===== config.mk =====
export PLATFORM = sky130hd
export DESIGN_NAME = otter_csr_ext
export DESIGN_NICKNAME = d
export VERILOG_FILES = /design/src/rtl/otter_csr_ext_pkg.sv /design/src/rtl/otter_irq_prio.sv /design/src/rtl/otter_csr_ext.sv
export SDC_FILE = /design/constraint.sdc
export NUM_CORES = 1
export LEC_CHECK = 0
export BUFFER_PORTS_ARGS = -buffer_cell sky130_fd_sc_hd__buf_4
export CAP_MARGIN = 25
export CELL_PAD_IN_SITES_DETAIL_PLACEMENT = 1
export CELL_PAD_IN_SITES_GLOBAL_PLACEMENT = 1
export CORE_MARGIN = 3
export CORE_UTILIZATION = 41
export DETAILED_ROUTE_END_ITERATION = 10
export PLACE_DENSITY_LB_ADDON = 0.05
export SETUP_SLACK_MARGIN = 0.05
export SYNTH_ARGS = -nofsm -noshare
export SYNTH_HDL_FRONTEND = slang
export SYNTH_HIERARCHICAL = 1
export SYNTH_SLANG_ARGS = --single-unit

===== constraint.sdc =====
create_clock -name clk -period 2.8 [get_ports clk]
set_input_delay 0.56 -clock clk [delete_from_list [all_inputs] [get_ports clk]]
set_output_delay 0.56 -clock clk [all_outputs]
set_load 0.05 [all_outputs]

===== src/rtl/otter_csr_ext_pkg.sv =====
// Shared constants for the Otter extended CSR file: op/funct3 encodings, CSR addresses,
// mcause codes and write masks. OTTER_CSR_VECTORED_EN enables mtvec vectored mode.
package otter_csr_ext_pkg;

  typedef enum logic [2:0] {
    CSR_OP_WRITE  = 3'd0,
    CSR_OP_ECALL  = 3'd1,
    CSR_OP_EBREAK = 3'd2,
    CSR_OP_MRET   = 3'd3,
    CSR_OP_INTRPT = 3'd4,
    CSR_OP_TRAP   = 3'd5,
    CSR_OP_WFI    = 3'd6,
    CSR_OP_NOP    = 3'd7
  } csr_op_e;

  typedef enum logic [1:0] {
    CSR_FUNCT3_LOW_NONE = 2'b00,
    CSR_FUNCT3_LOW_RW   = 2'b01,
    CSR_FUNCT3_LOW_RS   = 2'b10,
    CSR_FUNCT3_LOW_RC   = 2'b11
  } csr_funct3_low_e;

  localparam logic [11:0] CSR_MSTATUS_ADDR       = 12'h300;
  localparam logic [11:0] CSR_MIE_ADDR           = 12'h304;
  localparam logic [11:0] CSR_MTVEC_ADDR         = 12'h305;
  localparam logic [11:0] CSR_MCOUNTINHIBIT_ADDR = 12'h320;
  localparam logic [11:0] CSR_MSCRATCH_ADDR      = 12'h340;
  localparam logic [11:0] CSR_MEPC_ADDR          = 12'h341;
  localparam logic [11:0] CSR_MCAUSE_ADDR        = 12'h342;
  localparam logic [11:0] CSR_MTVAL_ADDR         = 12'h343;
  localparam logic [11:0] CSR_MIP_ADDR           = 12'h344;
  localparam logic [11:0] CSR_MCYCLE_ADDR        = 12'hB00;
  localparam logic [11:0] CSR_MINSTRET_ADDR      = 12'hB02;
  localparam logic [11:0] CSR_MCYCLEH_ADDR       = 12'hB80;
  localparam logic [11:0] CSR_MINSTRETH_ADDR     = 12'hB82;
  localparam logic [11:0] CSR_MVENDORID_ADDR     = 12'hF11;
  localparam logic [11:0] CSR_MARCHID_ADDR       = 12'hF12;
  localparam logic [11:0] CSR_MIMPID_ADDR        = 12'hF13;
  localparam logic [11:0] CSR_MHARTID_ADDR       = 12'hF14;

  localparam logic [4:0] MCAUSE_CODE_MSI        = 5'd3;
  localparam logic [4:0] MCAUSE_CODE_MTI        = 5'd7;
  localparam logic [4:0] MCAUSE_CODE_MEI        = 5'd11;
  localparam logic [4:0] MCAUSE_CODE_BREAKPOINT = 5'd3;
  localparam logic [4:0] MCAUSE_CODE_ECALL_M    = 5'd11;

  localparam logic [31:0] MSTATUS_FIXED       = 32'h0000_1800;
  localparam logic [31:0] MSTATUS_WMASK       = 32'h0000_0088;
  localparam logic [31:0] MIE_STD_MASK        = 32'h0000_0888;
  localparam logic [31:0] MEPC_WMASK          = 32'hFFFF_FFFC;
  localparam logic [31:0] MCAUSE_WMASK        = 32'h8000_001F;
  localparam logic [31:0] MCOUNTINHIBIT_WMASK = 32'h0000_0005;
`ifdef OTTER_CSR_VECTORED_EN
  localparam logic [31:0] MTVEC_WMASK         = 32'hFFFF_FFFD;
`else
  localparam logic [31:0] MTVEC_WMASK         = 32'hFFFF_FFFC;
`endif

  function automatic logic [31:0] custom_irq_mask(input int unsigned n);
    logic [31:0] m;
    m = '0;
    for (int unsigned i = 0; i < n; i++) m[16+i] = 1'b1;
    return m;
  endfunction

  function automatic logic [31:0] csr_wr_result(input logic [1:0] f3, input logic [31:0] cur,
                                                input logic [31:0] wd);
    case (f3)
      CSR_FUNCT3_LOW_RS: return cur | wd;
      CSR_FUNCT3_LOW_RC: return cur & ~wd;
      default:           return wd;
    endcase
  endfunction

endpackage


===== src/rtl/otter_irq_prio.sv =====
// Standard-order interrupt priority encoder: MEI > MSI > MTI > custom (highest index first).
module otter_irq_prio
  import otter_csr_ext_pkg::*;
#(
  parameter int unsigned NUM_CUSTOM_IRQ = 4
) (
  input  logic [31:0] pending,
  output logic        valid,
  output logic [4:0]  code
);

  // Later assignments override earlier ones, so lowest priority is evaluated first.
  always_comb begin
    valid = 1'b0;
    code  = '0;
    for (int unsigned i = 0; i < NUM_CUSTOM_IRQ; i++) begin
      if (pending[16+i]) begin
        valid = 1'b1;
        code  = 5'(16 + i);
      end
    end
    if (pending[7]) begin
      valid = 1'b1;
      code  = MCAUSE_CODE_MTI;
    end
    if (pending[3]) begin
      valid = 1'b1;
      code  = MCAUSE_CODE_MSI;
    end
    if (pending[11]) begin
      valid = 1'b1;
      code  = MCAUSE_CODE_MEI;
    end
  end

endmodule


===== src/rtl/otter_csr_ext.sv =====
// Machine-mode CSR file with platform IRQs, 64-bit counters and trap-target PC.
// Vectored mtvec mode is built only with OTTER_CSR_VECTORED_EN defined.
module otter_csr_ext
  import otter_csr_ext_pkg::*;
#(
  parameter int unsigned NUM_CUSTOM_IRQ = 4,
  parameter logic [31:0] MTVEC_RESET    = 32'h0000_0000,
  parameter bit          HAS_COUNTERS   = 1'b1
) (
  input  logic                         clk,
  input  logic                         rst_n,
  input  logic [16+NUM_CUSTOM_IRQ-1:0] irq_in,
  input  logic [2:0]                   op_sel,
  input  logic [4:0]                   trap_cause,
  input  logic [1:0]                   funct3_low,
  input  logic                         w_en,
  input  logic [11:0]                  addr,
  input  logic [31:0]                  w_data,
  input  logic [31:0]                  pc_addr,
  input  logic [31:0]                  mtval_in,
  input  logic                         instret,
  output logic [31:0]                  r_data,
  output logic                         addr_vld,
  output logic                         read_only,
  output logic                         intrpt_vld,
  output logic [31:0]                  trap_pc
);

  localparam logic [31:0] IRQ_MASK = MIE_STD_MASK | custom_irq_mask(NUM_CUSTOM_IRQ);

  csr_op_e     op;
  logic        st_mie, st_mpie;
  logic [31:0] mie_q, mip_q, mtvec_q, mscratch_q, mepc_q, mcause_q, mtval_q, minhibit_q;
  logic [63:0] mcycle_q, minstret_q;
  logic [31:0] mstatus_rd, mtvec_base, wr_val;
  logic        wr_en, trap_entry, irq_valid;
  logic [4:0]  irq_code;

  assign op         = csr_op_e'(op_sel);
  assign mstatus_rd = MSTATUS_FIXED | {24'b0, st_mpie, 3'b0, st_mie, 3'b0};
  assign mtvec_base = {mtvec_q[31:2], 2'b00};
  assign read_only  = (addr[11:10] == 2'b11);
  assign wr_val     = csr_wr_result(funct3_low, r_data, w_data);
  assign wr_en      = (op == CSR_OP_WRITE) && w_en && addr_vld && !read_only
                      && (funct3_low != CSR_FUNCT3_LOW_NONE);
  assign trap_entry = op inside {CSR_OP_ECALL, CSR_OP_EBREAK, CSR_OP_TRAP, CSR_OP_INTRPT};

  otter_irq_prio #(.NUM_CUSTOM_IRQ(NUM_CUSTOM_IRQ)) u_prio (
    .pending (mie_q & mip_q),
    .valid   (irq_valid),
    .code    (irq_code)
  );

  assign intrpt_vld = irq_valid && st_mie;

  always_comb begin
    trap_pc = mtvec_base;
    if (op == CSR_OP_MRET) trap_pc = mepc_q;
`ifdef OTTER_CSR_VECTORED_EN
    else if (op == CSR_OP_INTRPT && mtvec_q[0]) trap_pc = mtvec_base + {25'b0, irq_code, 2'b00};
`endif
  end

  always_comb begin
    r_data   = '0;
    addr_vld = 1'b1;
    case (addr)
      CSR_MSTATUS_ADDR:       r_data = mstatus_rd;
      CSR_MIE_ADDR:           r_data = mie_q;
      CSR_MTVEC_ADDR:         r_data = mtvec_q;
      CSR_MSCRATCH_ADDR:      r_data = mscratch_q;
      CSR_MEPC_ADDR:          r_data = mepc_q;
      CSR_MCAUSE_ADDR:        r_data = mcause_q;
      CSR_MTVAL_ADDR:         r_data = mtval_q;
      CSR_MIP_ADDR:           r_data = mip_q;
      CSR_MVENDORID_ADDR, CSR_MARCHID_ADDR,
      CSR_MIMPID_ADDR, CSR_MHARTID_ADDR: r_data = '0;
      CSR_MCYCLE_ADDR: begin
        addr_vld = HAS_COUNTERS;
        r_data   = HAS_COUNTERS ? mcycle_q[31:0] : '0;
      end
      CSR_MCYCLEH_ADDR: begin
        addr_vld = HAS_COUNTERS;
        r_data   = HAS_COUNTERS ? mcycle_q[63:32] : '0;
      end
      CSR_MINSTRET_ADDR: begin
        addr_vld = HAS_COUNTERS;
        r_data   = HAS_COUNTERS ? minstret_q[31:0] : '0;
      end
      CSR_MINSTRETH_ADDR: begin
        addr_vld = HAS_COUNTERS;
        r_data   = HAS_COUNTERS ? minstret_q[63:32] : '0;
      end
      CSR_MCOUNTINHIBIT_ADDR: begin
        addr_vld = HAS_COUNTERS;
        r_data   = HAS_COUNTERS ? minhibit_q : '0;
      end
      default: addr_vld = 1'b0;
    endcase
  end

  always_ff @(posedge clk or negedge rst_n) begin
    if (!rst_n) begin
      st_mie     <= 1'b0;
      st_mpie    <= 1'b0;
      mie_q      <= '0;
      mip_q      <= '0;
      mtvec_q    <= MTVEC_RESET & 32'hFFFF_FFFC;
      mscratch_q <= '0;
      mepc_q     <= '0;
      mcause_q   <= '0;
      mtval_q    <= '0;
    end else begin
      mip_q <= 32'(irq_in) & IRQ_MASK;
      if (wr_en) begin
        case (addr)
          CSR_MSTATUS_ADDR: begin
            st_mie  <= wr_val[3];
            st_mpie <= wr_val[7];
          end
          CSR_MIE_ADDR:      mie_q      <= wr_val & IRQ_MASK;
          CSR_MTVEC_ADDR:    mtvec_q    <= wr_val & MTVEC_WMASK;
          CSR_MSCRATCH_ADDR: mscratch_q <= wr_val;
          CSR_MEPC_ADDR:     mepc_q     <= wr_val & MEPC_WMASK;
          CSR_MCAUSE_ADDR:   mcause_q   <= wr_val & MCAUSE_WMASK;
          CSR_MTVAL_ADDR:    mtval_q    <= wr_val;
          default: ;
        endcase
      end
      if (trap_entry) begin
        mepc_q  <= pc_addr;
        st_mpie <= st_mie;
        st_mie  <= 1'b0;
        case (op)
          CSR_OP_ECALL: begin
            mcause_q <= {27'b0, MCAUSE_CODE_ECALL_M};
            mtval_q  <= '0;
          end
          CSR_OP_EBREAK: begin
            mcause_q <= {27'b0, MCAUSE_CODE_BREAKPOINT};
            mtval_q  <= mtval_in;
          end
          CSR_OP_TRAP: begin
            mcause_q <= {27'b0, trap_cause};
            mtval_q  <= mtval_in;
          end
          default: begin
            if (irq_valid) mcause_q <= {1'b1, 26'b0, irq_code};
            mtval_q <= '0;
          end
        endcase
      end else if (op == CSR_OP_MRET) begin
        st_mie  <= st_mpie;
        st_mpie <= 1'b1;
      end
    end
  end

  // A write to either half suppresses the whole 64-bit increment for that cycle.
  always_ff @(posedge clk or negedge rst_n) begin
    if (!rst_n) begin
      mcycle_q   <= '0;
      minstret_q <= '0;
      minhibit_q <= '0;
    end else if (HAS_COUNTERS) begin
      if (wr_en && addr == CSR_MCOUNTINHIBIT_ADDR) minhibit_q <= wr_val & MCOUNTINHIBIT_WMASK;
      if (wr_en && addr == CSR_MCYCLE_ADDR)        mcycle_q[31:0]  <= wr_val;
      else if (wr_en && addr == CSR_MCYCLEH_ADDR)  mcycle_q[63:32] <= wr_val;
      else if (!minhibit_q[0])                     mcycle_q <= mcycle_q + 64'd1;
      if (wr_en && addr == CSR_MINSTRET_ADDR)       minstret_q[31:0]  <= wr_val;
      else if (wr_en && addr == CSR_MINSTRETH_ADDR) minstret_q[63:32] <= wr_val;
      else if (instret && !minhibit_q[2])           minstret_q <= minstret_q + 64'd1;
    end
  end

endmodule


* Yosys cells after proc, flatten, opt, wreduce, memory -nomap -nowiden
Cells that the tools add are included.
** Word-level totals
- Input bits :: 142
- Output and inout port bits :: 67
- Register bits :: 304
- Logic and storage cells :: 132
** Cells by class
- Eq/ne operators :: 29
- Reductions and logical operators :: 35
- Add/sub/neg operators :: 2
- Bitwise gates (word level) :: 6
- Multiplexer cells :: 46
** Operators with widths (count)
- $mux W32 :: 18
- $pmux W32 S13 :: 1
- $add A64 B1 Y64 const B :: 2
- $mux W64 :: 2
- $eq A12 B10 Y1 const B :: 9
- $eq A12 B12 Y1 const B :: 8
- $pmux W32 S3 :: 1
- $pmux W32 S2 :: 1
- $mux W5 :: 7
- $and A32 B32 Y32 :: 1
- $not A32 Y32 :: 1
- $or A32 B32 Y32 :: 1
- $and A20 B20 Y20 :: 1
- $reduce_and A2 Y1 :: 10
- $reduce_or A17 Y1 :: 1
- $mux W1 :: 16
- $reduce_bool A2 Y1 :: 6
- $logic_and A1 B1 Y1 :: 11
- $eq A2 B2 Y1 const B :: 3
- $eq A3 B2 Y1 const B :: 2
- $eq A3 B3 Y1 const B :: 2
- $reduce_bool A3 Y1 :: 2
- $ne A2 B1 Y1 const B :: 2
- $ne A2 B2 Y1 const B :: 2
- other kinds (6) :: 8

* Logic depth before layout (Yosys ltp)
Gate-level depths: netlist of run 1.
- Word-level depth :: 11
- Gate-level depth with buffers :: 11
- Gate-level depth less buffers :: 9

* Cells and area by module
The synthesis of run 1 kept the hierarchy.
** By module, submodules not included
- otter_csr_ext :: area an instance 18591.6 sq um, seq. area each 7607.3 sq um, times used 1, cells each 2108
- otter_irq_prio :: area an instance 75.1 sq um, seq. area each 0.0 sq um, times used 1, cells each 10

* Least setup slack after synthesis of run 1
Ideal clock, no wire load.
- Kind :: input port to flip-flop
- Start point :: input port addr[1]
- End point :: register mepc_q[22]
- Path buffers :: 2
- Stages :: 8
- Required time :: 2736 ps
- Data arrival time :: 3269 ps
- Library setup time :: 64 ps
- Slack :: -533 ps
- Path through :: buf_2 > nor4_2 > clkbuf_1 > a22oi_1 > o2111ai_1 > a22oi_1 > a211oi_1 > a21o_1
** On the way
- Elaborated cells between the ends (all ways) :: 32
** RTL lines
- start: declaration :: RTL line otter_csr_ext.sv:17 : input logic [11:0] addr,
- $eq A12 B10 Y1 or $eq A12 B12 Y1 (tied branches) :: RTL line otter_csr_ext.sv:67 : case (addr)
- $pmux W32 S13 * :: RTL line otter_csr_ext.sv:67
- via r_data[22] :: RTL line otter_csr_ext.sv:22 : output logic [31:0] r_data,
- $and A32 B32 Y32 or $or A32 B32 Y32 (tied branches) :: RTL line otter_csr_ext_pkg.sv:70, otter_csr_ext_pkg.sv:69
- $pmux W32 S2 * :: RTL line otter_csr_ext_pkg.sv:68 : case (f3)
- $mux W32 * :: RTL line otter_csr_ext.sv:116 : case (addr)
- $mux W32 * :: RTL line otter_csr_ext.sv:115 : if (wr_en) begin
- $mux W32 * :: RTL line otter_csr_ext.sv:130 : if (trap_entry) begin
- end signal: assignment :: RTL line otter_csr_ext.sv:124 : CSR_MEPC_ADDR: mepc_q <= wr_val & MEPC_WMASK;
- end signal: assignment :: RTL line otter_csr_ext.sv:131 : mepc_q <= pc_addr;
- end: declaration :: RTL line otter_csr_ext.sv:33 : logic [31:0] mie_q, mip_q, mtvec_q, mscratch_q, mepc_q, mcause_q, mtval_q, minhibit_q;
Mark *: on every way through the listed nets, which the timed path passes. The rest lies on a longest branch. The select of a mux whose other input is x is not followed.
A chain may end at the register's enable or synchronous reset.

* Worst setup path after layout of run 1
- Start point :: input port addr[6]
- End point :: output port r_data[13]
** On the way
- Word-level cells in the longest chain between the ends :: 2
- Elaborated cells between the ends (all ways) :: 14
** Ends and longest elaborated chain (RTL line)
- $eq A12 B10 Y1 or $eq A12 B12 Y1 (tied branches) :: otter_csr_ext.sv:67
- $pmux W32 S13 * :: otter_csr_ext.sv:67
- end: declaration :: otter_csr_ext.sv:22
Every way passes the cells marked *; elsewhere a longest branch is shown, timed or not.

==> metrics.md, run 1 <==
| Metric | Value |
|---|---|
| Arrival time worst endpoint | 2.51 ns |
| Worst skew pair latency | 0.57 ns |
| Status | complete, but fails checks |
| DRT Pass-1 Iters | 8 |
| CP max FO | 5 |
| Initial antenna violation count | 3 |
| VDD IR max | 0.408 mV |
| Yosys warns | 6 |
| CP max-delay cell | nor4b_4 |
| Post-layout nets | 2837 |
| Slew Limit Fails | 0 |
| Starting DRT DRC Count | 2644 |
| Share of cells above drive strength 1 | 38.4% |
| Hold Path Class | primary input to flop |
| Remaining antenna violation count | 0 |
| RSZ-0062 raised after global routing | yes |
| Min setup slack post-route | -0.269 ns |
| Fillers | 4892 |
| Input/output buffers | 195 |
| Slew @ Worst Pin | 1.12 ns |
| Post-route minimum period | 3.07 ns |
| Sink Count | 304 |
| H-tree Lvls | 2 |
| DRC viols | 0 |
| Most common cell after layout, fill and taps aside | buf_4 |
| Total grt overflow | 0 |
| Most used cell, CP | buf_4 |
| Pin count of the biggest net entering global routing | 78 |
| Reg area | 7610 um^2 |
| DR WL/cell | 32.2 um |
| First-pass GRT wire length | 153 mm |
| Hpwl dp | 78.1 mm |
| Avg Synthesized Cell Area | 8.82 um^2 |
| Max Cap Violations | 0 |
| Clock Pin Slew Worst Setup and Hold Paths | 0.06 ns |
| Req. time, crit path | 2.24 ns |
| Fin crit share | 110% |
| CTS max path bufs | 3 |
| Failing checks | setup timing |
| Die area | 48100 um^2 |
| Pwr Density | 449 nW/um^2 |
| Post-synthesis cell count | 2117 |
| Critical Path, Cell by Cell | buf_8 > buf_6 > nor4b_4 > buf_4 > nand3_4 > buf_12 > o211ai_1 > buf_4 |
| FMAX | 326 MHz |
| Core area | 44600 um^2 |
| Leak | 0.0124 uW |
| Die width | 219 um |
| Final setup vio count | 29 |
| Final hold slack | 0.106 ns |
| CTS Root Cell | clkbuf_16 |
| CTS buffer count | 38 |
| Vias in the first global route | 22900 |
| Initial core utilization | 41.8% |
| Hold Fails Final Rpt | 0 |
| GRT Overall Usage | 43.1% |
| Power Total | 12600 uW |
| Setup crit end kind | output port |
| Final setup skew | 0.0166 ns |
| Layout area overhead | 50.0% |
| Critical Path Max Stage Delay | 0.50 ns |
| Most frequent cells in the layout | buf_4 (523), dfrtp_1 (301), nor2_1 (189) |
| Mapped Nets | 2261 |
| Vias per cell | 6.71 |
| Num ports | 209 |
| Rel. slew slack | 25.1% |
| GPL Wtd Cong | 1.07 |
| Synth Cell Area | 18700 um^2 |
| Crit path kind | primary input to output port |
| Area of the multi-input gates | 11500 um^2 |
| Die span in y | 219 um |
| Final wirelength | 107 mm |
| Cell row count | 77 |
| Startpoint type of the worst setup path | primary input |
| CTS tree | done |
| Vias | 22200 |
==> layer usage <==
metal  GRT usage [%]  routed length [um]
met1            56.2               41200
met2            66.3               47300
met3            9.55               10700
met4            24.3                7390
met5               0                  14
==> per-stage QoR <==
stage / util [%] / TNS, ns / cell area (um^2) / std cells / worst slack [ns]
floorplan: - / -4.63 / 19000 / 2117 / -0.267
global placement: 54.8 / -32.87 / 24400 / 3151 / -0.477
detailed placement: 54.8 / -43.32 / 24400 / 3151 / -0.477
CTS: 61.1 / -2.55 / 27300 / 3281 / -0.205
global route: 62.7 / -3.98 / 28000 / 3309 / -0.222
finish: 62.8 / -3.58 / 28000 / 3311 / -0.269
==> worst max-delay path, delay by kind of cell <==
family	cells	cell delay, ns
buffers and inverters	5	0.90
and+or+nand+nor	2	0.60
AOI/OAI and AO/OA	1	0.43
==> flip-flops by register name (all words and copies together) (netlist names) <==
name        flops
mtval_q        32
mcycle_q       64
mepc_q         32
mcause_q       32
mip_q           7
mscratch_q     32
st_mie          1
mie_q           7
minhibit_q      2
mtvec_q        30
minstret_q     64
st_mpie         1
==> path summary, 6_finish.rpt <==
check | start | end | slack, ns | cells after the start
min in group asynchronous | rst_n | minstret_q[54] | 0.54 | 2
worst max register to register | minstret_q[0] | minstret_q[23] | 0.08 | 7
worst max-delay path | addr[6] | r_data[13] | -0.27 | 8
worst min-delay path | irq_in[11] | mip_q[11] | 0.11 | 1
worst min register to register | mscratch_q[27] | mscratch_q[27] | 0.49 | 2
max in group asynchronous | rst_n | mscratch_q[26] | 1.39 | 3
==> report_power, final <==
part / switching (uW) / internal [uW]
Combinational: 1310 / 946
Clock: 2110 / 3230
Sequential: 305 / 4670
Total: 3730 / 8850
==> layout make-up <==
type	instances	share of cell area, %
antenna	2	0.0179
clock buffer	55	4.28
clock inverter	9	0.447
inverter	30	0.442
multi-input combinational	1619	41.0
sequential	304	27.2
tap	592	2.65
timing repair buffer	700	24.0
==> timing repair <==
item / CTS / global route
resized for setup: 201 / 110
buffers inserted: 66 / 38
hold buffers: 1 / 0
pin swaps: 63 / 65
hold endpoints to repair: 40 / 0
endpoints found under the setup margin: 34 / 58
cloned: 3 / 0
(Power assumes the default switching activity.)
==> inputs of run 2 (changes only) <==
--- a/config.mk
+++ b/config.mk
@@ -9,6 +9,7 @@
 export CAP_MARGIN = 25
 export CELL_PAD_IN_SITES_DETAIL_PLACEMENT = 1
 export CELL_PAD_IN_SITES_GLOBAL_PLACEMENT = 1
+export CORE_ASPECT_RATIO = 1.1
 export CORE_MARGIN = 3
 export CORE_UTILIZATION = 41
 export DETAILED_ROUTE_END_ITERATION = 10
==> constraint.sdc (replaced) <==
create_clock -name clk -period 2.8 [get_ports clk]
set_input_delay 0.28 -clock clk [delete_from_list [all_inputs] [get_ports clk]]
set_output_delay 0.28 -clock clk [all_outputs]
set_load 0.05 [all_outputs]
==> run 2 against run 1 <==
Effect of this change: the run now ends clean; largest cell class unchanged; clock power shrank 2%; worst setup slack gained 0.29 ns; first-iteration DRC count shrank 5.0%; sequential power shrank 1%; combinational power is essentially flat; critical path type is now flop to flop; count of clock-buffer cells in the layout shrank 1; utilization shrank 5.2 points.
==> metrics.md, run 2 (synthesized netlist as in run 1, its figures left out) <==
| Metric | Value |
|---|---|
| Max Cap Violations | 0 (unchanged) |
| Initial antenna violation count | 6 (+3) |
| Top Registers | mcycle_q x64, minstret_q x64 |
| Die width | 209 um (-4.5%) |
| Hold Fails Final Rpt | 0 (unchanged) |
| Met3 Routed Length | 9.20 mm (-14%) |
| Worst skew pair latency | 0.58 ns (about the same) |
| CP max FO | 3 (-2) |
| Leak | 0.0117 uW (-6.2%) |
| Die span in y | 230 um (+4.7%) |
| Layout area overhead | 37.8% |
| VDD IR max | 0.466 mV (+14%) |
| Vias in the first global route | 22400 (-2.4%) |
| Setup crit end kind | flop |
| DR WL met2 | 49.3 mm (+4.2%) |
| Final setup skew | 0.0325 ns (+0.0160 ns) |
| Final Cell Area | 25700 um^2 (-8.1%) |
| CTS max path bufs | 3 (unchanged) |
| Share of cells above drive strength 1 | 30.3% (-8.1 points) |
| Status | complete, no violations |
| Startpoint type of the worst setup path | flop |
| Slew Limit Fails | 0 (unchanged) |
| First-pass GRT wire length | 153 mm (about the same) |
| DRT Pass-1 Iters | 7 (-1) |
| Remaining antenna violation count | 0 (unchanged) |
| RSZ-0062 raised after global routing | yes |
| CTS tree | done |
| Hpwl dp | 80.7 mm (+3.3%) |
| Reg2reg path depth | 8 (+1) |
| Most frequent cells in the layout | buf_4 (545), dfrtp_1 (304), nor2_1 (198) |
| Pin count of the biggest net entering global routing | 76 (-2.6%) |
| Total grt overflow | 0 (unchanged) |
| Clock Pin Slew Worst Setup and Hold Paths | 0.07 ns (about the same) |
| CTS Root Cell | clkbuf_16 |
| Core area | 44700 um^2 (+0.20%) |
| M1 WL | 39.5 mm (-4.0%) |
| GRT Overall Usage | 42.8% (-0.28 points) |
| WHS Path Cells | 3 (+2) |
| Final hold slack | 0.0194 ns (-0.0864 ns) |
| Num ports | 209 (unchanged) |
| H-tree Lvls | 2 (unchanged) |
| Sink Count | 304 (unchanged) |
| Hold Path Class | primary input to flop |
| Crit path kind | flop to flop |
| CTS buffer count | 36 (-5.3%) |
| Pwr Density | 481 nW/um^2 (+7.0%) |
| Placed cell areas | 23900 um^2 (-2.4%) |
| Cell row count | 81 (+5.2%) |
| Final wirelength | 106 mm (-0.18%) |
| Fillers | 5146 (+5.2%) |
| Fin crit share | 99.1% (-11 points) |
| Die area | 48100 um^2 (about the same) |
| Input/output buffers | 195 (unchanged) |
| Starting DRT DRC Count | 2511 (-5.0%) |
| Arrival time worst endpoint | 3.22 ns (+0.71 ns) |
| Initial core utilization | 41.8% (-0.082 points) |
| GPL Wtd Cong | 1.08 (+0.83%) |
| Vias | 21800 (-2.1%) |
| Final setup vio count | 0 (-100%) |
| DRC viols | 0 (unchanged) |
| Post-route minimum period | 2.77 ns (-0.295 ns) |
| Most common cell after layout, fill and taps aside | buf_4 |
| FMAX | 361 MHz (+11%) |
| Vias per cell | 6.72 (about the same) |
| Rel. slew slack | 37.6% (+12 points) |
| Req. time, crit path | 3.25 ns (+1.01 ns) |
| Post-layout nets | 2772 (-2.3%) |
| DR WL/cell | 32.9 um (+2.1%) |
| Slew @ Worst Pin | 0.935 ns (-0.187 ns) |
| Highest routed layer | met5 |
-- run 2: cell count changes in the layout (fill, tap and decap cells not counted), sizes merged --
cell,change
bufinv,+1
buf,-102
clkbuf,+1
inv,+3
dlygate4sd3,+37
clkinvlp,-5
clkinv,+3
-- run 2: through the flow --
stage | setup TNS, ns | worst slack, ns | cells | power [uW] | util, %
2_1_floorplan | 0 | 0.000483 | 2117 | 5840 | -
3_3_place_gp | -2.18 | -0.157 | 3124 | 7000 | 53.4
3_5_place_dp | -3.06 | -0.183 | 3124 | 7070 | 53.4
4_1_cts | 0 | 0.0540 | 3228 | 12300 | 57.1
5_1_grt | -0.106 | -0.0701 | 3237 | 12700 | 57.5
6_report | 0 | 0.0262 | 3238 | 12400 | 57.5
-- run 2: layer usage --
| layer | global-route usage (%) | vias up |
|---|---|---|
| met5 | 0 | - |
| met4 | 26.2 | 10 |
| met3 | 7.80 | 405 |
| met2 | 70.0 | 1342 |
| met1 | 52.5 | 11000 |
| li1 | - | 8972 |
-- run 2: critical path: stages, from the launching register on --
cell and delay (ns):
dfrtp_1 0.36, and4_1 0.24, nand4_1 0.33, or4_4 0.59
or3_1 0.45, buf_4 0.19, o211a_1 0.20, a211oi_1 0.20
o21ai_0 0.11
-- run 2: final cells by class --
type	count	area (um^2)	share of cell area [%]
clock buffers	54	1110	4.32
repair buffers	637	5490	21.4
diodes	2	5.00	0.0195
multi-input cells	1619	10500	40.8
inverters	30	113	0.438
flip-flops and latches	304	7610	29.6
clock inverters	11	166	0.647
well taps	581	727	2.83
-- run 2: report_power, final --
group          internal [uW]  switching, uW  total, uW
sequential              4670            243       4910
clock                   3120           2090       5210
combinational            906           1330       2240
total                   8690           3660      12400
-- run 2: path summary, 6_finish.rpt --
check | start | end | slack (ns)
hold reg to reg | mscratch_q[1] | mscratch_q[1] | 0.49
setup / recovery | mcycle_q[4] | mcycle_q[42] | 0.03
min in group asynchronous | rst_n | mcycle_q[11] | 0.27
hold / removal | pc_addr[15] | mepc_q[15] | 0.02
max in group asynchronous | rst_n | mepc_q[30] | 1.50
setup reg to reg | mcycle_q[4] | mcycle_q[42] | 0.03
-- run 2: what timing repair did --
| action | in CTS | in global routing |
|---|---|---|
| cloned | 0 | 1 |
| setup buffers | 1 | 7 |
| endpoints found under the setup margin | 5 | 25 |
| pin swaps | 0 | 6 |
| resized for setup | 3 | 25 |
| hold buffers | 38 | 0 |
| hold endpoints to repair | 103 | 0 |
